$ cat config.mk
export PLATFORM = sky130hd
export DESIGN_NAME = pid_scheduler
export DESIGN_NICKNAME = d
export VERILOG_FILES = /design/src/rtl/pid_scheduler.sv
export SDC_FILE = /design/constraint.sdc
export NUM_CORES = 1
export LEC_CHECK = 0
export CORE_MARGIN = 5
export CORE_UTILIZATION = 40
export CTS_CLUSTER_SIZE = 10
export DETAILED_ROUTE_END_ITERATION = 8
export SLEW_MARGIN = 5
export SYNTH_ARGS = -nofsm -noshare
export SYNTH_HDL_FRONTEND = slang
export SYNTH_SLANG_ARGS = --single-unit
$ cat constraint.sdc
create_clock -name clk -period 7.75 [get_ports clk]
set_clock_uncertainty 0.05 [all_clocks]
set_input_delay 1.1625 -clock clk [delete_from_list [all_inputs] [get_ports clk]]
set_output_delay 1.1625 -clock clk [all_outputs]
set_load 0.05 [all_outputs]
$ cat src/rtl/pid_scheduler.sv
// pid_scheduler: time-multiplexes one external PID arithmetic unit across
// NCH motor channels. A free-running sample-period counter triggers a sweep.
// Each enabled channel gets its error and history issued over a start/done
// handshake. Its integral and previous error are written back, and the
// returned output is clamped into its PWM register.
module pid_scheduler #(
    parameter int NCH      = 4,
    parameter int W        = 8,
    parameter int TICK_DIV = 50000,
    parameter int TIMEOUT  = 64,
    parameter int ILIM     = 2000
) (
    input  logic             clk,
    input  logic             reset,
    input  logic [NCH*W-1:0] setpoint,
    input  logic [NCH*W-1:0] speed,
    input  logic [NCH-1:0]   enable,
    output logic             pid_start,
    output logic [2:0]       pid_ch,
    output logic [W:0]       pid_err,
    output logic [W:0]       pid_err_prev,
    output logic [15:0]      pid_integ,
    input  logic             pid_done,
    input  logic [15:0]      pid_out,
    output logic [NCH*W-1:0] pwm,
    output logic             busy,
    output logic [NCH-1:0]   fault,
    output logic             overrun
);

    localparam int CHW = (NCH > 1) ? $clog2(NCH) : 1;
    localparam int TCW = (TICK_DIV > 1) ? $clog2(TICK_DIV) : 1;
    localparam int WCW = $clog2(TIMEOUT + 1);

    localparam logic [2:0] S_IDLE  = 3'd0;
    localparam logic [2:0] S_LOAD  = 3'd1;
    localparam logic [2:0] S_ISSUE = 3'd2;
    localparam logic [2:0] S_WAIT  = 3'd3;
    localparam logic [2:0] S_WRITE = 3'd4;
    localparam logic [2:0] S_NEXT  = 3'd5;

    localparam logic signed [16:0] ILIM_POS = 17'(ILIM);
    localparam logic signed [16:0] ILIM_NEG = 17'(-ILIM);
    localparam logic [15:0]        PWM_MAX  = 16'((1 << W) - 1);

    logic [NCH-1:0][W-1:0] sp_a;
    logic [NCH-1:0][W-1:0] spd_a;
    logic [NCH-1:0][W-1:0] pwm_q;
    logic [NCH-1:0][15:0]  integ_q;
    logic [NCH-1:0][W:0]   prev_q;

    logic [2:0]        state;
    logic [CHW-1:0]    ch;
    logic [TCW-1:0]    tick_cnt;
    logic              tick;
    logic [WCW-1:0]    wait_cnt;
    logic [15:0]       out_q;

    logic [W:0]         err_c;
    logic signed [16:0] integ_sum;
    logic [15:0]        integ_sat;
    logic [W-1:0]       pwm_c;

    assign sp_a      = setpoint;
    assign spd_a     = speed;
    assign pwm       = pwm_q;
    assign tick      = (tick_cnt == TCW'(TICK_DIV - 1));
    assign pid_start = (state == S_ISSUE);

    // Error, saturated integral and clamped PWM for the channel being processed.
    always_comb begin
        // NOTE: every combinational output gets a default first so no path infers a latch.
        err_c     = {1'b0, sp_a[ch]} - {1'b0, spd_a[ch]};
        integ_sum = $signed({integ_q[ch][15], integ_q[ch]}) + 17'($signed(err_c));
        integ_sat = integ_sum[15:0];
        if (integ_sum > ILIM_POS) begin
            integ_sat = ILIM_POS[15:0];
        end else if (integ_sum < ILIM_NEG) begin
            integ_sat = ILIM_NEG[15:0];
        end

        pwm_c = out_q[W-1:0];
        if (out_q[15]) begin
            pwm_c = '0;
        end else if (out_q > PWM_MAX) begin
            pwm_c = '1;
        end
    end

    // Sample-period counter: free-running, wraps at TICK_DIV-1 regardless of state.
    always_ff @(posedge clk or posedge reset) begin
        if (reset) begin
            tick_cnt <= '0;
        end else if (tick) begin
            tick_cnt <= '0;
        end else begin
            tick_cnt <= tick_cnt + TCW'(1);
        end
    end

    // Sweep sequencer: walks channels, drives the handshake, writes back state.
    always_ff @(posedge clk or posedge reset) begin
        // NOTE: per-channel history arrays are small flop banks, not RAM, so they
        // take the async reset like any other register.
        if (reset) begin
            state        <= S_IDLE;
            ch           <= '0;
            busy         <= 1'b0;
            overrun      <= 1'b0;
            fault        <= '0;
            wait_cnt     <= '0;
            out_q        <= '0;
            pwm_q        <= '0;
            integ_q      <= '0;
            prev_q       <= '0;
            pid_ch       <= '0;
            pid_err      <= '0;
            pid_err_prev <= '0;
            pid_integ    <= '0;
        end else begin
            // NOTE: sequential state uses non-blocking assignments so every flop
            // samples pre-edge values regardless of statement order.
            if (tick && busy) begin
                overrun <= 1'b1;
            end

            case (state)
                S_IDLE: begin
                    if (tick) begin
                        ch    <= '0;
                        busy  <= 1'b1;
                        state <= S_LOAD;
                    end
                end

                S_LOAD: begin
                    if (!enable[ch]) begin
                        pwm_q[ch]   <= '0;
                        integ_q[ch] <= '0;
                        prev_q[ch]  <= '0;
                        state       <= S_NEXT;
                    end else begin
                        // Operand registers double as the latched err/integ_new.
                        pid_ch       <= 3'(ch);
                        pid_err      <= err_c;
                        pid_err_prev <= prev_q[ch];
                        pid_integ    <= integ_sat;
                        state        <= S_ISSUE;
                    end
                end

                S_ISSUE: begin
                    wait_cnt <= '0;
                    state    <= S_WAIT;
                end

                S_WAIT: begin
                    if (pid_done) begin
                        out_q <= pid_out;
                        state <= S_WRITE;
                    end else if (wait_cnt == WCW'(TIMEOUT - 1)) begin
                        fault[ch] <= 1'b1;
                        pwm_q[ch] <= '0;
                        state     <= S_NEXT;
                    end else begin
                        wait_cnt <= wait_cnt + WCW'(1);
                    end
                end

                S_WRITE: begin
                    pwm_q[ch]   <= pwm_c;
                    integ_q[ch] <= pid_integ;
                    prev_q[ch]  <= pid_err;
                    state       <= S_NEXT;
                end

                S_NEXT: begin
                    if (ch == CHW'(NCH - 1)) begin
                        busy  <= 1'b0;
                        state <= S_IDLE;
                    end else begin
                        ch    <= ch + CHW'(1);
                        state <= S_LOAD;
                    end
                end

                default: state <= S_IDLE;
            endcase
        end
    end

endmodule

* After elaboration in Yosys (flattened, before gate mapping)
Index checks and enable logic that the tools add are counted.
** Operators by class
- $add $sub $neg :: 5
- Multiply operators :: 0
- Divide/modulo/power cells :: 0
- $lt $le $gt $ge :: 5
- Equal/unequal tests :: 16
- Shifts and indexed selects :: 0
- Mux-type cells :: 49
- Bitwise operators :: 8
- Reduce and logical (&&, ||, !) cells :: 16
** Operator list (count)
- $pmux W64 S2 :: 1
- $mux W32 :: 3
- $pmux W32 S3 :: 1
- $mux W16 :: 5
- $pmux W36 S2 :: 1
- $and A64 B64 Y64 :: 1
- $bwmux W64 :: 1
- $mux W64 :: 1
- $not A64 Y64 :: 1
- $mux W8 :: 5
- $and A36 B36 Y36 :: 1
- $bwmux W36 :: 1
- $mux W36 :: 1
- $not A36 Y36 :: 1
- $and A32 B32 Y32 :: 1
- $bmux W16 S2 :: 1
- $bmux W8 S2 :: 2
- $bwmux W32 :: 1
- $demux W16 S2 :: 1
- $not A32 Y32 :: 1
- $bmux W9 S2 :: 1
- $demux W9 S2 :: 1
- $mux W9 :: 2
- $pmux W3 S6 :: 1
- 37 further kinds :: 63
** Word-level totals
- Bits in registers :: 218
- Bits in latches :: 0
- Bits in writable memories :: 0
- Bits in read-only memories :: 0
- Memories :: 0

* Longest topological paths before layout
- Word-level depth :: 9
- Depth in mapped cells :: 24
- Gate-level depth less buffers :: 21

* Worst setup path after synthesis
No wires, ideal clock.
- Path kind :: flip-flop to flip-flop
- Start :: reg ch[0]
- End :: reg pid_integ[10]
- Library setup time :: 0.126 ns
- Data arrival time :: 5.822 ns
- Required time :: 7.574 ns
- Setup slack :: 1.752 ns
- Cell stages (with the launch flop) :: 23
- Cell sequence :: dfrtp_1 > clkbuf_1 > buf_1 > mux4_2 > inv_1 > ha_1 > inv_1 > fa_1 > a211oi_1 > o21ai_2 > a21o_1 > a21oi_1 > ha_1 > clkbuf_1 > a21oi_1 > o21ai_0 > or3_1 > or3_1 > nand3_1 > o311ai_1 > or4_1 > nor2b_1 > a221o_1
** Between the ends
- Cells in the longest elaborated chain, start to end :: 7
- Elaborated cells between the ends (all ways) :: 15
** Ends and longest elaborated chain
- start, declared :: RTL line 53 : logic [CHW-1:0] ch;
- start signal, assigned :: RTL line 182 : ch <= ch + CHW'(1);
- $bmux W8 S2 :: RTL line 73 : err_c = {1'b0, sp_a[ch]} - {1'b0, spd_a[ch]};
- $mux W8 (not written as such) :: RTL line 73
- $sub A8 B8 Y9 (*) :: RTL line 73
- via err_c[8] :: RTL line 59 : logic [W:0] err_c;
- $add A16 B9 Y17 (*) :: RTL line 74 : integ_sum = $signed({integ_q[ch][15], integ_q[ch]}) + 17'($signed(err_c));
- $lt A17 B12 Y1 :: RTL line 78 : end else if (integ_sum < ILIM_NEG) begin
- $mux W16 :: RTL line 78
- $mux W16 (*) :: RTL line 76 : if (integ_sum > ILIM_POS) begin
- end signal, assigned :: RTL line 147 : pid_integ <= integ_sat;
- end, declared :: RTL line 22 : output logic [15:0] pid_integ,
Mark *: on every way through the listed nets, which the timed path passes. The rest lies on a longest branch. The select of a mux whose other input is x is not followed.
A chain may end at the register's enable or synchronous reset.

* Worst setup path after layout
- Start :: in setpoint[24]
- End :: reg pid_integ[7]
** Between the ends
- Cells in the longest elaborated chain, start to end :: 7
- Elaborated cells between the ends (all ways) :: 8
** Ends and longest elaborated chain
- start, declared :: RTL line 15 : input logic [NCH*W-1:0] setpoint,
- $bmux W8 S2 (*) :: RTL line 73
- $mux W8 (not written as such) (*) :: RTL line 73
- $sub A8 B8 Y9 (*) :: RTL line 73
- via err_c[8] :: RTL line 59
- $add A16 B9 Y17 (*) :: RTL line 74
- $lt A17 B12 Y1 :: RTL line 78
- $mux W16 :: RTL line 78
- $mux W16 (*) :: RTL line 76
Marked as above.

==> reports/results.ini <==
[setup_path]
ff2ff_path_depth = 20
start_kind = primary input
end_kind = register
rrSetupSlack_ps = 2030
startpoint = setpoint[24]
reg2reg_from = ch[0]$_DFFE_PP0P_
crit_type = primary input to register
arrival_ps = 6180
rr_endpoint = pid_integ[7]$_DFFE_PP0P_
worst-path-max-fanout = 9
cp.required_ps = 8090

[run_status]
status = finished, final reports clean

[die]
fp-row-count = 59
die_w_um = 173
dieArea_um2 = 29900
die_h_um = 173
initial_core_util_pct = 40.7
num_io_pins = 163
core-area_um2 = 26100

[finish]
area_growth_syn_to_layout_pct = 25.0
num_antenna_cells = 0
fin_util_pct = 50.9
postLayoutCellArea_um2 = 13300
drive_gt1_share_pct = 9.96
finalNetCount = 1296

[clock_tree]
cts_made_buffers = 26
cts_hold_buf = 0
post_cts_resized = 0
insertion_delay_ps = 510
cts_max_path_buffers = 3
clkTransAtPathRegs_ps = 50
root_buffer = clkbuf_16
cts_tree = done
htree_levels = 1
cts_setup_buffers = 0
clock-sinks = 218

[grt]
grt.busiest_layer = met2
grt_max_degree = 143
antenna_found_initial = 2
grt_pass1_wl_um = 45100
grt_pass1_vias = 8178
grt_use_met1_pct = 24.9
gr-total-overflow = 0
gr-usage-met2_pct = 28.4
track_usage_pct = 18.1
grt_use_met3_pct = 5.85

[routing]
wl_per_cell_um = 17.9
wl_um = 27200
ant_nets = 0
dr.pass1.iters = 4
drt-initial-drc-count = 290
via_count = 8011
viasPerCell = 5.27
remaining_drc_errors = 0

[pwr]
vdd_drop_max_v = 0.000156
pwr-share-seq_pct = 47.0
leakage_nw = 5.75
p_int_mw = 1.88
power_mw = 2.48
p_sw_mw = 0.594
sw_frac_of_total_pct = 24.0
power.density_nw_per_um2 = 187
combPwrFrac_pct = 10.5
pwr-share-clk_pct = 42.5

[yosys]
synthMuxAreaShare_pct = 11.0
syn-instance-count = 1026
synth_nets = 1145
synth-seq-cells = 218
synth_top_family_by_area = compound AO/OA/AOI/OAI gates
synth_cell_types = 56
ys_warn_count = 0
synth_seq_area_share_pct = 51.4
ys.flop_type = dfrtp_1
synth-xor-area-share_pct = 3.11
synthArstFlopShare_pct = 100
synth_compound_area_share_pct = 13.9
synth_edf_count = 0
syn_area_per_cell_um2 = 10.3
syn-cell-area_um2 = 10600
synth-adder-area-share_pct = 3.92
yosys.area_share.simple_pct = 13.9

[run]
cap_violations = 0

[placement]
portBuffers = 161
hpwl_um = 19200
dpl-instance-area_um2 = 12600
gpl.final_weighted_congestion = 0.877

[sta]
drv_slew = 0
fmaxAchievable_ghz = 0.171
relSlewSlack_pct = 34.0
setup_violations = 0
min_period_ps = 5840
finalSetupTns_ps = 0
tightest_slew_ps = 989
final-hold-violation-count = 0
finalCritPeriodShare_pct = 75.3
rsz0062_at_grt = false

[min_path]
hp-start = tick_cnt[0]$_DFF_PP0_
min_to = tick_cnt[0]$_DFF_PP0_
min_path_type = register to register
whs_path_depth = 1

[kinds of logic after synthesis]
group	Yosys count
buffers and inverters	76
AO/OA/AOI/OAI	250
AND/OR/NAND/NOR	352
adder cells (fa/ha/maj)	32
XOR/XNOR	36
multiplexers	61
flip-flops	218
other	1
[worst max path at each step]
stage                                     end  cells after the start
floorplan                    busy$_DFFE_PP0P_                      1
global placement     pid_integ[7]$_DFFE_PP0P_                     23
detailed placement  pid_integ[10]$_DFFE_PP0P_                     21
CTS                  pid_integ[7]$_DFFE_PP0P_                     23
global route         pid_integ[7]$_DFFE_PP0P_                     23
finish               pid_integ[7]$_DFFE_PP0P_                     21
[final cells by class]
cell class / instances / area, um^2
inverter: 26 / 105
clock inverter: 2 / 10.0
sequential: 218 / 5460
fill: 2381 / 12800
clock buffer: 34 / 702
timing repair buffer: 173 / 1700
tap: 335 / 419
multi-input combinational: 732 / 4870
[metal layers]
layer | part of all wire (%) | wire length, um
met1 | 45 | 12300
met2 | 45 | 12100
met3 | 8.6 | 2350
met4 | 1.6 | 431
met5 | 0.099 | 27
[metrics by stage]
stage                     hold slack, ps  worst slack [ps]  instances
final                                406              1910       1520
after global routing                 438              1600       1520
after CTS                            406              1940       1520
after detailed placement             394              1400       1484
after global placement               388              1450       1484
after floorplan                      383               573       1026
[flip-flops by register name, indices dropped and copies added (netlist names)]
| name | count |
|---|---|
| out_q | 16 |
| wait_cnt | 7 |
| ch | 2 |
| tick_cnt | 16 |
| overrun | 1 |
| pid_integ | 16 |
| state | 3 |
| integ_q | 64 |
| pwm | 32 |
| busy | 1 |
| pid_ch | 2 |
| prev_q | 36 |
| pid_err_prev | 9 |
| pid_err | 9 |
| fault | 4 |
[cells in the final DEF (no fill, tap or decap), types with 2 or more instances in the layout]
master / instances
nor3_1: 9
buf_4: 12
clkdlybuf4s50_1: 161
nand4_1: 13
nand2b_1: 10
dfrtp_1: 216
a211oi_1: 6
clkinv_2: 2
o31ai_4: 2
o21a_1: 8
o21ai_0: 160
inv_1: 25
fa_1: 2
dfrtp_2: 2
o211ai_1: 2
clkbuf_1: 7
xor2_1: 13
a21o_1: 13
clkbuf_16: 27
o21ai_1: 5
a221o_1: 6
mux4_2: 42
o31ai_1: 2
ha_1: 30
or3_1: 4
xnor2_1: 21
mux2_2: 17
nor2_1: 47
nor4_1: 6
nor2b_1: 5
and3_1: 3
nand2_1: 240
o2111a_1: 2
nand3_1: 7
and2_1: 2
o21ai_2: 3
o21bai_1: 3
a21oi_1: 27
[synthesized netlist by cell type (2+ instances only)]
master / n / area share (%)
o31ai_1: 2 / 0.14
a221o_1: 6 / 0.57
nor3b_1: 2 / 0.14
fa_1: 2 / 0.38
o211ai_1: 2 / 0.14
nand3_1: 7 / 0.33
nor3_1: 9 / 0.42
dfrtp_1: 218 / 51
o21ai_1: 5 / 0.24
o31ai_4: 2 / 0.40
mux4_2: 42 / 8.9
mux2_2: 17 / 1.8
and3_1: 3 / 0.18
a21o_1: 13 / 0.92
or3_1: 4 / 0.24
nand2b_1: 10 / 0.59
nor2_1: 47 / 1.7
o21bai_1: 3 / 0.21
a211oi_1: 6 / 0.42
xnor2_1: 21 / 1.7
o21a_1: 8 / 0.57
clkbuf_1: 44 / 1.6
nand2_1: 240 / 8.5
and2_1: 2 / 0.12
inv_1: 26 / 0.92
ha_1: 30 / 3.5
a21oi_1: 27 / 1.3
buf_1: 4 / 0.14
xor2_1: 13 / 1.1
o21ai_0: 160 / 7.5
o2111a_1: 2 / 0.21
o21ai_2: 3 / 0.25
nor2b_1: 5 / 0.29
nand4_1: 13 / 0.77
nor4_1: 7 / 0.41
[power by group through the flow]
stage | registers, mW | clock network, mW | logic (mW)
global route | 1.17 | 1.13 | 0.284
CTS | 1.17 | 1.08 | 0.263
finish | 1.16 | 1.05 | 0.260
global placement | 1.19 | 0 | 0.261
detailed placement | 1.18 | 0 | 0.263
floorplan | 1.22 | 0 | 0.120
[critical path, stage by stage]
cell             delay (ps)
clkdlybuf4s50_1         410
mux4_2                  470
inv_1                    70
ha_1                    170
inv_1                    60
fa_1                    410
a211oi_1                310
o21ai_2                 120
a21o_1                  190
a21oi_1                 140
buf_4                   210
ha_1                    350
a21oi_1                 160
o21ai_0                 130
or3_1                   310
or3_1                   300
nand3_1                 120
o311ai_1                110
or4_1                   450
nor2b_1                 210
a221o_1                 300
Note: power is estimated with default switching activity, not from simulation.
